$ cat config.mk
export PLATFORM = sky130hd
export DESIGN_NAME = wash_job_scheduler_flat
export DESIGN_NICKNAME = d
export VERILOG_FILES = /design/src/rtl/wash_job_scheduler_if.sv /design/src/rtl/wash_job_scheduler.sv /design/src/flat_wrapper.sv
export SDC_FILE = /design/constraint.sdc
export NUM_CORES = 1
export LEC_CHECK = 0
export BUFFER_PORTS_ARGS = -buffer_cell sky130_fd_sc_hd__buf_4
export CAP_MARGIN = 20
export CORE_ASPECT_RATIO = 1.4
export CORE_MARGIN = 2
export CORE_UTILIZATION = 50
export CTS_CLUSTER_DIAMETER = 150
export DETAILED_ROUTE_END_ITERATION = 8
export GPL_ROUTABILITY_DRIVEN = 0
export PLACE_DENSITY = 0.72
export SYNTH_ARGS = -nofsm -noshare
export SYNTH_HDL_FRONTEND = slang
export SYNTH_SLANG_ARGS = --single-unit
$ cat constraint.sdc
create_clock -name clk -period 6.3 [get_ports clk]
set_input_delay 0.945 -clock clk [delete_from_list [all_inputs] [get_ports clk]]
set_output_delay 0.945 -clock clk [all_outputs]
set_load 0.02 [all_outputs]
$ cat src/rtl/wash_job_scheduler_if.sv
// Station/washer bundle for the wash job scheduler.
// The scheduler takes the slave view; the stations plus washer take the master view.
interface wash_job_scheduler_if #(
    parameter int NREQ   = 4,
    parameter int QDEPTH = 4
);
    localparam int IDW = $clog2(NREQ);
    localparam int CW  = $clog2(QDEPTH) + 1;

    logic [NREQ-1:0] req;
    logic [NREQ-1:0] req_double;
    logic [NREQ-1:0] req_ack;
    logic            coin_in;
    logic            double_wash;
    logic            timer_stop;
    logic            wash_done;
    logic [NREQ-1:0] job_done;
    logic [IDW-1:0]  active_id;
    logic            busy;
    logic            paused;
    logic [CW-1:0]   queue_count;
    logic            fault;

    modport slave (
        input  req, req_double, timer_stop, wash_done,
        output req_ack, coin_in, double_wash, job_done, active_id,
               busy, paused, queue_count, fault
    );

    modport master (
        output req, req_double, timer_stop, wash_done,
        input  req_ack, coin_in, double_wash, job_done, active_id,
               busy, paused, queue_count, fault
    );
endinterface

$ cat src/rtl/wash_job_scheduler.sv
// Wash job scheduler: round-robin admission of station requests into a small
// FIFO, then one-at-a-time dispatch to the washer (coin pulse, held double-wash
// option, wait for wash_done).
// Optional watchdog: define WASH_SCHED_WDOG_EN to abort jobs that run for
// WDOG_CYCLES unpaused cycles without wash_done (sets the sticky fault flag).
module wash_job_scheduler #(
    parameter int NREQ        = 4,
    parameter int QDEPTH      = 4,
    parameter int WDOG_CYCLES = 1000
) (
    input logic                  clk,
    input logic                  reset,
    wash_job_scheduler_if.slave  bus
);
    localparam int IDW = $clog2(NREQ);
    localparam int CW  = $clog2(QDEPTH) + 1;
    localparam int PW  = $clog2(QDEPTH);
    localparam int SW  = IDW + 1;
    localparam logic [NREQ-1:0] ONE = {{(NREQ-1){1'b0}}, 1'b1};

    typedef enum logic [1:0] {S_IDLE, S_LAUNCH, S_RUN} state_t;

    typedef struct packed {
        logic [IDW-1:0] id;
        logic           dbl;
    } entry_t;

    state_t          r_state;
    state_t          w_state_nxt;
    entry_t          r_fifo [QDEPTH];
    entry_t          w_head;
    logic [PW-1:0]   r_wr_ptr;
    logic [PW-1:0]   r_rd_ptr;
    logic [CW-1:0]   r_count;
    logic [NREQ-1:0] r_pending;
    logic [IDW-1:0]  r_rr_ptr;
    logic [IDW-1:0]  r_active_id;
    logic [NREQ-1:0] r_req_ack;
    logic [NREQ-1:0] r_job_done;
    logic            r_coin_in;
    logic            r_double_wash;
    logic            r_busy;

    logic [NREQ-1:0] w_eligible;
    logic [SW-1:0]   w_idx;
    logic            w_grant_vld;
    logic [IDW-1:0]  w_grant_id;
    logic            w_push;
    logic            w_pop;
    logic            w_done;
    logic            w_abort;
    logic            w_wdog_hit;
    logic [NREQ-1:0] w_active_oh;
    logic [NREQ-1:0] w_pend_set;
    logic [NREQ-1:0] w_pend_clr;

    assign w_eligible  = bus.req & ~r_pending;
    assign w_head      = r_fifo[r_rd_ptr];
    assign w_active_oh = ONE << r_active_id;
    assign w_push      = w_grant_vld;
    assign w_pend_set  = w_grant_vld ? (ONE << w_grant_id) : '0;
    assign w_pend_clr  = (w_done || w_abort) ? w_active_oh : '0;

    // Round-robin grant: first eligible station at or after rr_ptr, blocked when full.
    always_comb begin
        // NOTE: every combinational output gets a default first so no path leaves it unassigned (no latch).
        w_grant_vld = 1'b0;
        w_grant_id  = '0;
        w_idx       = '0;
        // Scan from farthest to nearest offset so the nearest eligible station wins.
        for (int k = NREQ - 1; k >= 0; k--) begin
            w_idx = {1'b0, r_rr_ptr} + SW'(k);
            if (w_idx >= SW'(NREQ)) begin
                w_idx = w_idx - SW'(NREQ);
            end
            if (w_eligible[w_idx[IDW-1:0]]) begin
                w_grant_vld = 1'b1;
                w_grant_id  = w_idx[IDW-1:0];
            end
        end
        if (r_count == CW'(QDEPTH)) begin
            w_grant_vld = 1'b0;
        end
    end

    // Dispatcher next-state and job events.
    always_comb begin
        w_state_nxt = r_state;
        w_pop       = 1'b0;
        w_done      = 1'b0;
        w_abort     = 1'b0;
        case (r_state)
            S_IDLE: begin
                if (r_count != '0 && !bus.timer_stop) begin
                    w_pop       = 1'b1;
                    w_state_nxt = S_LAUNCH;
                end
            end
            S_LAUNCH: w_state_nxt = S_RUN;
            S_RUN: begin
                if (bus.wash_done) begin
                    w_done      = 1'b1;
                    w_state_nxt = S_IDLE;
                end else if (w_wdog_hit) begin
                    w_abort     = 1'b1;
                    w_state_nxt = S_IDLE;
                end
            end
            default: w_state_nxt = S_IDLE;
        endcase
    end

    // Dispatcher state register.
    always_ff @(posedge clk or posedge reset) begin
        // NOTE: sequential state uses non-blocking assignments so every register samples pre-edge values.
        if (reset) r_state <= S_IDLE;
        else       r_state <= w_state_nxt;
    end

    // FIFO storage; only the pointers and count need a reset.
    always_ff @(posedge clk) begin
        // NOTE: the entry array is not reset; stale entries are unreachable while the count is zero.
        if (w_push) begin
            r_fifo[r_wr_ptr] <= '{id: w_grant_id, dbl: bus.req_double[w_grant_id]};
        end
    end

    // FIFO pointers, occupancy, pending set and round-robin pointer.
    always_ff @(posedge clk or posedge reset) begin
        if (reset) begin
            r_wr_ptr  <= '0;
            r_rd_ptr  <= '0;
            r_count   <= '0;
            r_pending <= '0;
            r_rr_ptr  <= '0;
        end else begin
            if (w_push) r_wr_ptr <= r_wr_ptr + PW'(1);
            if (w_pop)  r_rd_ptr <= r_rd_ptr + PW'(1);
            case ({w_push, w_pop})
                2'b10:   r_count <= r_count + CW'(1);
                2'b01:   r_count <= r_count - CW'(1);
                default: r_count <= r_count;
            endcase
            r_pending <= (r_pending & ~w_pend_clr) | w_pend_set;
            if (w_grant_vld) begin
                r_rr_ptr <= (w_grant_id == IDW'(NREQ - 1)) ? '0 : w_grant_id + IDW'(1);
            end
        end
    end

    // Registered handshake and job outputs.
    always_ff @(posedge clk or posedge reset) begin
        if (reset) begin
            r_req_ack     <= '0;
            r_job_done    <= '0;
            r_coin_in     <= 1'b0;
            r_double_wash <= 1'b0;
            r_busy        <= 1'b0;
            r_active_id   <= '0;
        end else begin
            r_req_ack  <= w_pend_set;
            r_job_done <= w_done ? w_active_oh : '0;
            r_coin_in  <= w_pop;
            r_busy     <= (w_state_nxt != S_IDLE);
            if (w_pop) begin
                r_active_id   <= w_head.id;
                r_double_wash <= w_head.dbl;
            end else if (w_done || w_abort) begin
                r_double_wash <= 1'b0;
            end
        end
    end

`ifdef WASH_SCHED_WDOG_EN
    logic [15:0] r_wdog;
    logic        r_fault;

    assign w_wdog_hit = (r_state == S_RUN) && !bus.timer_stop &&
                        (r_wdog == 16'(WDOG_CYCLES - 1));

    // Watchdog: cleared on launch, counts unpaused run cycles; abort latches fault.
    always_ff @(posedge clk or posedge reset) begin
        if (reset) begin
            r_wdog  <= '0;
            r_fault <= 1'b0;
        end else begin
            if (r_state == S_LAUNCH)                    r_wdog <= '0;
            else if (r_state == S_RUN && !bus.timer_stop) r_wdog <= r_wdog + 16'd1;
            if (w_abort) r_fault <= 1'b1;
        end
    end

    assign bus.fault = r_fault;
`else
    assign w_wdog_hit = 1'b0;
    assign bus.fault  = 1'b0;
`endif

    assign bus.req_ack     = r_req_ack;
    assign bus.job_done    = r_job_done;
    assign bus.coin_in     = r_coin_in;
    assign bus.double_wash = r_double_wash;
    assign bus.active_id   = r_active_id;
    assign bus.busy        = r_busy;
    assign bus.paused      = r_busy & bus.timer_stop;
    assign bus.queue_count = r_count;
endmodule

$ cat src/flat_wrapper.sv
// flat-port wrapper written by rule: the top's interface ports become plain ports
module wash_job_scheduler_flat 
#(
    parameter int NREQ        = 4,
    parameter int QDEPTH      = 4,
    parameter int WDOG_CYCLES = 1000
)
  (clk, reset, bus_req, bus_req_double, bus_timer_stop, bus_wash_done, bus_req_ack, bus_coin_in, bus_double_wash, bus_job_done, bus_active_id, bus_busy, bus_paused, bus_queue_count, bus_fault);
  wash_job_scheduler_if #(.NREQ(NREQ), .QDEPTH(QDEPTH)) bus_i ();
  input logic clk;
  input logic reset;
  input wire logic [$bits(bus_i.req)-1:0] bus_req;
  input wire logic [$bits(bus_i.req_double)-1:0] bus_req_double;
  input wire logic [$bits(bus_i.timer_stop)-1:0] bus_timer_stop;
  input wire logic [$bits(bus_i.wash_done)-1:0] bus_wash_done;
  output wire logic [$bits(bus_i.req_ack)-1:0] bus_req_ack;
  output wire logic [$bits(bus_i.coin_in)-1:0] bus_coin_in;
  output wire logic [$bits(bus_i.double_wash)-1:0] bus_double_wash;
  output wire logic [$bits(bus_i.job_done)-1:0] bus_job_done;
  output wire logic [$bits(bus_i.active_id)-1:0] bus_active_id;
  output wire logic [$bits(bus_i.busy)-1:0] bus_busy;
  output wire logic [$bits(bus_i.paused)-1:0] bus_paused;
  output wire logic [$bits(bus_i.queue_count)-1:0] bus_queue_count;
  output wire logic [$bits(bus_i.fault)-1:0] bus_fault;
  assign bus_i.req = bus_req;
  assign bus_i.req_double = bus_req_double;
  assign bus_i.timer_stop = bus_timer_stop;
  assign bus_i.wash_done = bus_wash_done;
  assign bus_req_ack = bus_i.req_ack;
  assign bus_coin_in = bus_i.coin_in;
  assign bus_double_wash = bus_i.double_wash;
  assign bus_job_done = bus_i.job_done;
  assign bus_active_id = bus_i.active_id;
  assign bus_busy = bus_i.busy;
  assign bus_paused = bus_i.paused;
  assign bus_queue_count = bus_i.queue_count;
  assign bus_fault = bus_i.fault;
  wash_job_scheduler #(.NREQ(NREQ), .QDEPTH(QDEPTH), .WDOG_CYCLES(WDOG_CYCLES)) u_core (.clk(clk), .reset(reset), .bus(bus_i));
endmodule
; ---- Word level (Yosys, flattened, before mapping)
; Memory sizes are Yosys's and may differ from the RTL's.
; Index checks and enable logic that the tools add are counted.
[word_totals]
ff_bits = 28
latchBits = 0
ram_bits = 12
rom_bits = 0
in_bits = 12
out_inout_bits = 18
memories = 1
[memory_table]
columns = memory, words, width, read_ports, rd_clocked_by_memory_dff, wr, line_no
row1 = u_core.r_fifo, 4, 3, 1, 0, 1, wash_job_scheduler.sv:30  ; entry_t r_fifo [QDEPTH];
[classes]
add_sub_neg = 12
mul = 0
div = 0
n_lt_le_gt_ge = 9
n_eq_ne = 6
shifts = 2
n_mux = 38
bitwise = 6
n_reduce_logical = 7
[op_table]
columns = op, n
row1 = 2-to-1 mux 2 bit, 11
row2 = 2-to-1 mux 1 bit, 18
row3 = < comparator 2 x 3 -> 1 bit (second input constant), 5
row4 = binary-select mux 1 bit (select 2 bit), 5
row5 = >= comparator 3 bit (second input constant), 3
row6 = bitwise AND 4 bit, 2
row7 = 2-to-1 mux 4 bit, 2
row8 = inverter 4 bit, 2
row9 = << shifter 1 x 2 -> 4 bit (first input constant), 2
row10 = subtractor 2 x 1 -> 2 bit (second input constant), 4
row11 = adder 2 x 1 -> 2 bit (second input constant), 3
row12 = adder 2 x 2 -> 3 bit (second input constant), 2
row13 = equality test 2 bit (second input constant), 3
row14 = one-hot mux 2 bit (3 select lines), 1
row15 = one-hot mux 3 bit (2 select lines), 1
row16 = nonzero test 2 bit, 3
row17 = equality test 2 x 1 -> 1 bit (second input constant), 2
row18 = bitwise OR 4 bit, 1
row19 = adder 2 x 1 -> 3 bit (second input constant), 1
row20 = adder 3 x 1 -> 3 bit (second input constant), 1
row21 = equality test 3 bit (second input constant), 1
row22 = >= comparator 2 x 3 -> 1 bit (second input constant), 1
row23 = nonzero test 3 bit, 1
row24 = subtractor 3 x 1 -> 3 bit (second input constant), 1
row25 = 4 further kinds, 4

; ---- Depth between registers and ports, before layout
; Gate-level depths: netlist (run 1).
[depth]
ltp_word = 12
ltp_mapped = 11
depth_no_buf = 10

; ---- Least setup slack after synthesis (run 1)
; No wires, ideal clock.
[synth_path]
kind = input -> register
from = input port bus_req[2]
to = register u_core.r_count[2], in the netlist u_core.bus.queue_count[2]
setup_ns = 0.080
arrival_time_ns = 2.706
path_slack_ns = 3.515
cell_stages = 11
cell_sequence = nor2b_2 > nor4_1 > a31oi_2 > buf_2 > inv_1 > ha_1 > inv_1 > fa_1 > xor2_1 > nor2_1 > xor2_1
[synth_via]
elab_chain_cells = 10
word_cells_on_any_way = 18
[synth_rtl]
columns = element, line_no
row1 = start: declaration, flat_wrapper.sv:12  ; input wire logic [$bits(bus_i.req)-1:0] bus_req;
row2 = bitwise AND 4 bit (*), wash_job_scheduler.sv:57  ; assign w_eligible = bus.req & ~r_pending;
row3 = binary-select mux 1 bit (select 2 bit), wash_job_scheduler.sv:76  ; if (w_eligible[w_idx[IDW-1:0]]) begin
row4 = 2-to-1 mux 1 bit (implied by the code), wash_job_scheduler.sv:76
row5 = 2-to-1 mux 1 bit (3 in series), wash_job_scheduler.sv:76
row6 = 2-to-1 mux 1 bit (*), wash_job_scheduler.sv:76
row7 = 2-to-1 mux 1 bit (*), wash_job_scheduler.sv:81  ; if (r_count == CW'(QDEPTH)) begin
row8 = equality test 2 x 1 -> 1 bit / equality test 2 bit (equally long branches), wash_job_scheduler.sv:139  ; case ({w_push, w_pop})
row9 = one-hot mux 3 bit (2 select lines) / nonzero test 2 bit (equally long branches), n/a
row10 = end signal: assignment, wash_job_scheduler.sv:140  ; 2'b10: r_count <= r_count + CW'(1);
row11 = end signal: assignment, wash_job_scheduler.sv:141  ; 2'b01: r_count <= r_count - CW'(1);
row12 = end signal: assignment, wash_job_scheduler.sv:142  ; default: r_count <= r_count;
row13 = end: declaration, wash_job_scheduler.sv:34  ; logic [CW-1:0] r_count;
; Mark *: on every way between the ends. The rest lies on a longest branch, timed or not. The select of a mux whose other input is x is not followed.
; A chain may end at the register's enable or synchronous reset.

; ---- Worst setup path in the final report (run 1)
; Same ends and word-level chain as after synthesis.

==> flow_summary_export.csv, run 1 <==
group,metric,value,unit
detailed_routing,drtIter0Drc,28,
job,cap_violations,0,
logic_synthesis,syn_avg_cell_area,12.8,um2
setup_path,start_kind,"primary input",
setup_path,critPathArrivalTime,2.91,ns
setup_path,r2r_cells,8,
timing,hold_violations,0,
logic_synthesis,synth_seq_cells,40,
cts,cts-resized-gates,0,
final_layout,synthToLayoutAreaGrowth,21.1,%
detailed_routing,drtAntennaViolNets,0,
setup_path,reg2reg_to,"u_core.bus.queue_count[1]",
cts,root_buffer,"clkbuf_8",
logic_synthesis,synth_nets,163,
timing,tns,0,ns
logic_synthesis,ys.flop_type,"dfrtp_1",
setup_path,crit_family,"simple AND/OR/NAND/NOR gates",
timing,fin_skew,0.00525,ns
setup_path,cp-end-kind,"register",
logic_synthesis,yosysWarningCount,0,
logic_synthesis,netlist_area,0.00181,mm2
cts,cts.sinks,40,
final_layout,nets,196,
logic_synthesis,async_reset_ff_share,70.0,%
die,die_w,54.9,um
logic_synthesis,netlist.area_leader.share,38.7,%
setup_path,crit_fanout,15,
timing,max_slew.worst_pin.slew,0.686,ns
placed_design,io_buffers,28,
cts,cts_tree,"built",
hold_path,min_path_type,"reg2reg",
cts,cts_buffers,5,
cts,postCtsSetupBuffers,0,
die,io_pins,30,
setup_path,crit_slowest_cell,"fa_1",
setup_path,worst-path-buf-inv,3,
detailed_routing,num_vias,1099,
die,die-area,0.00413,mm2
logic_synthesis,seq_area_frac_synth,58.6,%
logic_synthesis,synthTopCellsByArea,"dfrtp_1, edfxtp_1, ha_1",
pwr,ir_worst_vdd,295,uV
cts,clock_latency,0.29,ns
placed_design,place_area,0.00206,mm2
timing,rsz0062_at_grt,"no",
logic_synthesis,synth_most_common_cell,"dfrtp_1",
cts,ctsLongestPathBuffers,2,
final_layout,antenna_cells,0,
die,core_area,0.00341,mm2
timing,finalSetupViolations,0,
global_route,grt_max_degree,29,
cts,h-tree-depth,2,
setup_path,crit_type,"in2reg",
timing,slew_headroom,54.3,%
detailed_routing,wl_per_cell,14.5,um
die,start_util,53.1,%
global_route,overflow,0,
final_layout,final_area,0.00219,mm2
timing,max_freq,371,MHz
timing,setup_slack,3.61,ns
timing,min_period,2.69,ns
cts,cts_hold_buf,0,
timing,period_share,42.8,%
setup_path,path_cells,"buf_4 > nor2b_2 > nor4_1 > a31oi_2 > inv_1 > ha_1 > inv_1 > fa_1 > xor2_1 > nor2_1 > xor2_1",
die,placementRows,25,
global_route,grt.total_usage,17.4,%
global_route,grt_pass1_vias,1158,
setup_path,r2r_slack,3.97,ns
run_status,status,"completed",
hold_path,whs_path_depth,1,
setup_path,max_stage_delay,0.37,ns
logic_synthesis,synth-edff-count,12,
detailed_routing,drt_first_pass_iters,4,
hold_path,hold_end,"u_core.bus.queue_count[0]",
detailed_routing,drc,0,
logic_synthesis,syn_inst,141,
final_layout,drive_above_1_share,27.4,%
setup_path,r2r-start,"u_core.r_pending[2]",
logic_synthesis,synth_common_cells,"dfrtp_1, inv_1, edfxtp_1",
detailed_routing,viasPerCell,5.11,
hold_path,hold_path_startpoint,"u_core.bus.queue_count[0]",
global_route,grt_pass1_wl,5.02,mm
die,die_y,75.2,um
detailed_routing,drt_wl_total,3.12,mm
setup_path,crit_required,6.52,ns
placed_design,post-dp-hpwl,2.41,mm
timing,drv_slew,0,
global_route,antenna_found_initial,0,
pwr,cellLeakagePower,0.992,nW
pwr,power_density,495,mW/mm2
cts,path_clk_slew,0.07,ns
logic_synthesis,yosysTopAreaCell,"dfrtp_1",
placed_design,post-place-ws,3.28,ns
timing,fin_hold_ws,0.518,ns
logic_synthesis,synthDistinctLibCells,34,
==> worst max-delay path by stage <==
| stage | start | endpoint | slack (ns) | cells past startpoint |
|---|---|---|---|---|
| 6_report | bus_req[2] | u_core.bus.queue_count[2] | 3.61 | 11 |
| 3_5_place_dp | bus_req[2] | u_core.bus.queue_count[2] | 3.28 | 11 |
| 4_1_cts | bus_req[2] | u_core.bus.queue_count[2] | 3.61 | 11 |
| 3_3_place_gp | bus_req[2] | u_core.bus.queue_count[2] | 3.38 | 11 |
| 2_1_floorplan | bus_req[2] | u_core.bus.queue_count[2] | 3.51 | 11 |
| 5_1_grt | bus_req[2] | u_core.bus.queue_count[2] | 3.50 | 11 |
==> cells in the final DEF (no fill, tap or decap), types with 3 or more instances in the layout <==
cell	synthesis	routed
buf_4	1	28
dfrtp_1	28	28
inv_1	16	16
edfxtp_1	12	12
and2_1	9	9
ha_1	9	9
nand2_1	8	8
o21bai_1	5	5
nor3_1	5	5
clkbuf_8	0	5
nor2_1	4	4
o21ai_0	4	4
xor2_1	3	3
o21ai_1	3	3
a21oi_1	3	3
mux2i_1	3	3
mux4_2	3	3
xnor2_1	3	3
==> layer usage <==
metal	GRT usage (%)	wire length [um]	up-vias
li1	-	-	535
met1	19.2	1190	533
met2	30.2	1720	27
met3	5.95	164	4
met4	6.39	40	0
met5	0	0	-
==> logic make-up (layout without fill, tap and decap cells) <==
| logic type | count (synthesis) | count (layout) | synth area share, % |
|---|---|---|---|
| AOI/OAI and AO/OA | 18 | 18 | 7.04 |
| xor gates and xnor gates | 6 | 6 | 2.90 |
| adders and majority gates | 10 | 10 | 7.32 |
| buffers and inverters | 19 | 53 | 4.21 |
| DFF | 40 | 40 | 58.6 |
| muxes | 8 | 8 | 6.63 |
| other | 1 | 1 | 0.207 |
| and+or+nand+nor | 39 | 39 | 13.1 |
==> flip-flops by register name, indices dropped and copies added, names as in the netlist <==
register,cells
u_core.bus.req_ack,4
u_core.r_pending,4
u_core.r_fifo,12
u_core.bus.queue_count,3
u_core.r_rr_ptr,2
u_core.r_rd_ptr,2
u_core.bus.busy,1
u_core.bus.job_done,4
u_core.r_state,2
u_core.bus.coin_in,1
u_core.bus.active_id,2
u_core.bus.double_wash,1
u_core.r_wr_ptr,2
==> power breakdown <==
| group | internal (mW) | switching [mW] | total [mW] | leakage [nW] |
|---|---|---|---|---|
| clock | 0.117 | 0.0877 | 0.205 | 0.0541 |
| sequential | 0.375 | 0.0746 | 0.449 | 0.456 |
| combinational | 0.192 | 0.239 | 0.432 | 0.482 |
| total | 0.684 | 0.402 | 1.09 | 0.992 |
==> metrics by stage <==
| stage | utilization, % | instances | power [mW] |
|---|---|---|---|
| CTS | 63.6 | 214 | 1.09 |
| finish | 64.4 | 215 | 1.09 |
| detailed placement | 60.3 | 206 | 0.888 |
| floorplan | - | 141 | 0.752 |
| global route | 64.4 | 215 | 1.17 |
| global placement | 60.3 | 206 | 0.861 |
==> worst reg2reg max path: cells and delay by family, from the launching register on <==
kind	cells	cell delay (ns)
buf+inv	2	0.17
fa+ha+maj	2	0.62
compound gates	2	0.74
simple gates	2	0.30
flops	1	0.41
==> layout make-up <==
type / instances / area, um2
fillers: 275 / 1210
flip-flops and latches: 40 / 1060
multi-input cells: 82 / 674
repair buffers: 29 / 238
clock buffers: 5 / 68.8
inverters: 16 / 60.1
well taps: 40 / 50.0
clock inverters: 3 / 42.5
Note: power is estimated with default switching activity, not from simulation.
==> inputs of run 2 (changes only) <==
--- a/config.mk
+++ b/config.mk
@@ -5,6 +5,7 @@
 export SDC_FILE = /design/constraint.sdc
 export NUM_CORES = 1
 export LEC_CHECK = 0
+export ABC_AREA = 1
 export BUFFER_PORTS_ARGS = -buffer_cell sky130_fd_sc_hd__buf_4
 export CAP_MARGIN = 20
 export CORE_ASPECT_RATIO = 1.4
==> constraint.sdc (replaced) <==
create_clock -name clk -period 2.5 [get_ports clk]
set_input_delay 0.375 -clock clk [delete_from_list [all_inputs] [get_ports clk]]
set_output_delay 0.375 -clock clk [all_outputs]
set_load 0.02 [all_outputs]
==> run 2 against run 1 <==
Net effect: utilization shrank 3.8 points; register-to-register slack worse by 3.7 ns; final cell count increased by 31%; clock skew rose by 0.0017 ns; power rose to 2.9 times the previous value; via count is 29% higher; first-iteration DRC count rose by 25%; sequential power grew to 2.6 times the previous value; clock power rose to 2.6 times the previous value; largest power group is now combinational cells.
==> flow_summary_export.csv, run 2 <==
group,metric,value,unit
run_status,status,"completed",
setup_path,path_cells,"inv_1 > nand3_1 > nand2_2 > nor2_2 > a21boi_4 > inv_2 > ha_1 > inv_1 > fa_1 > a21oi_1 > o21ai_0 > xor2_1",
global_route,grt.total_usage,17.9,%
logic_synthesis,syn_inst,204,
logic_synthesis,seq_area_frac_synth,53.8,%
logic_synthesis,netlist_area,0.00197,mm2
logic_synthesis,yosysTopAreaCell,"dfrtp_1",
cts,clock_latency,0.29,ns
job,cap_violations,0,
logic_synthesis,synth-edff-count,12,
die,die_w,57.1,um
timing,hold_violations,0,
final_layout,final_common_cell,"inv_1",
pwr,power.share.clock,16.5,%
logic_synthesis,synth_compound_area_share,8.06,%
setup_path,crit_family,"adder cells",
global_route,met3_usage,4.78,%
die,io_pins,30,
cts,root_buffer,"clkbuf_8",
setup_path,crit_slowest_cell,"dfrtp_1",
logic_synthesis,synth_most_common_cell,"inv_1",
hold_path,min_path_type,"in2async",
global_route,globalRouteMet1Util,21.2,%
detailed_routing,drtAntennaViolNets,0,
cts,cts_hold_buf,0,
logic_synthesis,synth_common_cells,"inv_1, dfrtp_1, nand2_1",
setup_path,start_kind,"register",
logic_synthesis,async_reset_ff_share,70.0,%
final_layout,synthToLayoutAreaGrowth,18.4,%
global_route,grt_max_degree,29,
setup_path,crit_type,"reg2reg",
logic_synthesis,synth_seq_cells,40,
pwr,power_density,1370,mW/mm2
setup_path,cp-end-kind,"register",
cts,cts_buffers,5,
pwr,p_int,1.85,mW
setup_path,worst-path-buf-inv,3,
final_layout,antenna_cells,0,
timing,period_share,89.9,%
logic_synthesis,synthDistinctLibCells,27,
placed_design,post-dp-hpwl,2.61,mm
detailed_routing,num_vias,1421,
global_route,grt.busiest_layer,"met2",
timing,drv_slew,0,
timing,rsz0062_at_grt,"no",
logic_synthesis,synthMuxAreaShare,0,%
timing,finalSetupViolations,0,
die,placementRows,27,
cts,postCtsSetupBuffers,0,
timing,min_period,2.25,ns
final_layout,fin_cells,282,
logic_synthesis,ys.flop_type,"dfrtp_1",
cts,path_clk_slew,0.08,ns
logic_synthesis,syn_avg_cell_area,9.66,um2
detailed_routing,drt_wl_total,3.50,mm
pwr,cellLeakagePower,1.18,nW
timing,max_freq,445,MHz
detailed_routing,viasPerCell,5.04,
global_route,use_met2,29.8,%
final_layout,nets,260,
global_route,antenna_found_initial,0,
timing,fin_skew,0.00698,ns
logic_synthesis,yosysWarningCount,0,
placed_design,post-place-ws,0.303,ns
setup_path,crit_fanout,9,
pwr,sw_frac_of_total,42.0,%
cts,cts.sinks,40,
setup_path,crit_required,2.67,ns
cts,cts-resized-gates,0,
detailed_routing,drc,0,
cts,ctsLongestPathBuffers,2,
pwr,pwr-share-comb,47.5,%
setup_path,critPathArrivalTime,2.41,ns
logic_synthesis,synth_top_family_by_area,"simple AND/OR/NAND/NOR gates",
die,core_area,0.00385,mm2
die,die_y,78.3,um
setup_path,crit_path_frequent_cell,"inv_1",
placed_design,io_buffers,28,
logic_synthesis,synth_xor_area_share,2.67,%
die,start_util,51.2,%
detailed_routing,drtIter0Drc,35,
final_layout,most-common-layout-cells,"inv_1, buf_4, nand2_1, dfrtp_1",
final_layout,final_core_util,60.6,%
timing,tns,0,ns
logic_synthesis,netlist.area_leader.share,35.6,%
final_layout,drive_above_1_share,25.1,%
placed_design,dp.cells,274,
pwr,ir_worst_vdd,928,uV
pwr,finalPower,3.19,mW
pwr,seq_power_share,36.0,%
cts,cts_tree,"built",
setup_path,max_stage_delay,0.45,ns
pwr,p_switching,1.34,mW
logic_synthesis,synth_fa_ha_area_share,6.73,%
die,die-area,0.00447,mm2
global_route,grt_pass1_vias,1334,
final_layout,largest_register_ffs,12,
detailed_routing,wl_per_cell,12.4,um
logic_synthesis,synth-simple-area-share,19.3,%
cts,h-tree-depth,2,
logic_synthesis,synth_nets,226,
logic_synthesis,synthTopCellsByArea,"dfrtp_1, edfxtp_1, inv_1",
detailed_routing,drt_first_pass_iters,4,
final_layout,top_register,"u_core.r_fifo",
global_route,grt_pass1_wl,6.04,mm
global_route,overflow,0,
timing,setup_slack,0.253,ns
run 2: logic make-up after synthesis:
kind of cell / after synthesis
flops: 40
simple gates: 79
xor+xnor: 6
other cells: 1
buf+inv: 43
fa+ha+maj: 10
compound gates: 25
run 2: cell type report:
type | count | area [um2]
flip-flops and latches | 40 | 1060
multi-input cells | 121 | 728
clock buffers | 5 | 68.8
repair buffers | 31 | 233
fillers | 348 | 1520
inverters | 39 | 146
clock inverters | 3 | 42.5
well taps | 43 | 53.8
run 2: per-layer routing:
layer  vias up  wire [um]  share of wire, %
li1        710          -                 -
met1       668       1430                41
met2        35       1800                51
met3         8        170               4.9
met4         0        105               3.0
met5         -          0                 0
run 2: final timing paths:
kind / from / endpoint / slack, ns / depth (start not counted)
worst max register to register: u_core.r_rr_ptr[0] / u_core.bus.queue_count[2] / 0.25 / 12
min in group clk: bus_wash_done / u_core.r_state[1] / 0.37 / 4
worst max-delay path: u_core.r_rr_ptr[0] / u_core.bus.queue_count[2] / 0.25 / 12
max in group asynchronous: reset / u_core.r_state[0] / 2.10 / 3
worst min-delay path: reset / u_core.bus.req_ack[0] / 0.14 / 3
worst min register to register: u_core.r_state[1] / u_core.r_state[1] / 0.50 / 1
run 2: power groups by stage:
stage	logic (mW)	registers, mW	clock network [mW]
final	1.51	1.15	0.526
after global routing	1.73	1.18	0.560
after CTS	1.54	1.15	0.533
after detailed placement	1.52	1.16	0
after global placement	1.51	1.15	0
after floorplan	1.03	1.23	0
run 2: worst reg2reg max path, stage by stage (launching register included):
cell and delay (ns):
dfrtp_1 0.45, inv_1 0.12, nand3_1 0.10, nand2_2 0.08, nor2_2 0.20, a21boi_4 0.12, inv_2 0.07, ha_1 0.13
inv_1 0.06, fa_1 0.37, a21oi_1 0.14, o21ai_0 0.12, xor2_1 0.16
run 2: per-stage QoR:
step                hold slack [ns]  instance area [um2]
finish                        0.141                 2330
detailed placement            0.474                 2220
CTS                           0.155                 2330
floorplan                     0.440                 1970
global placement              0.468                 2220
global route                  0.169                 2330
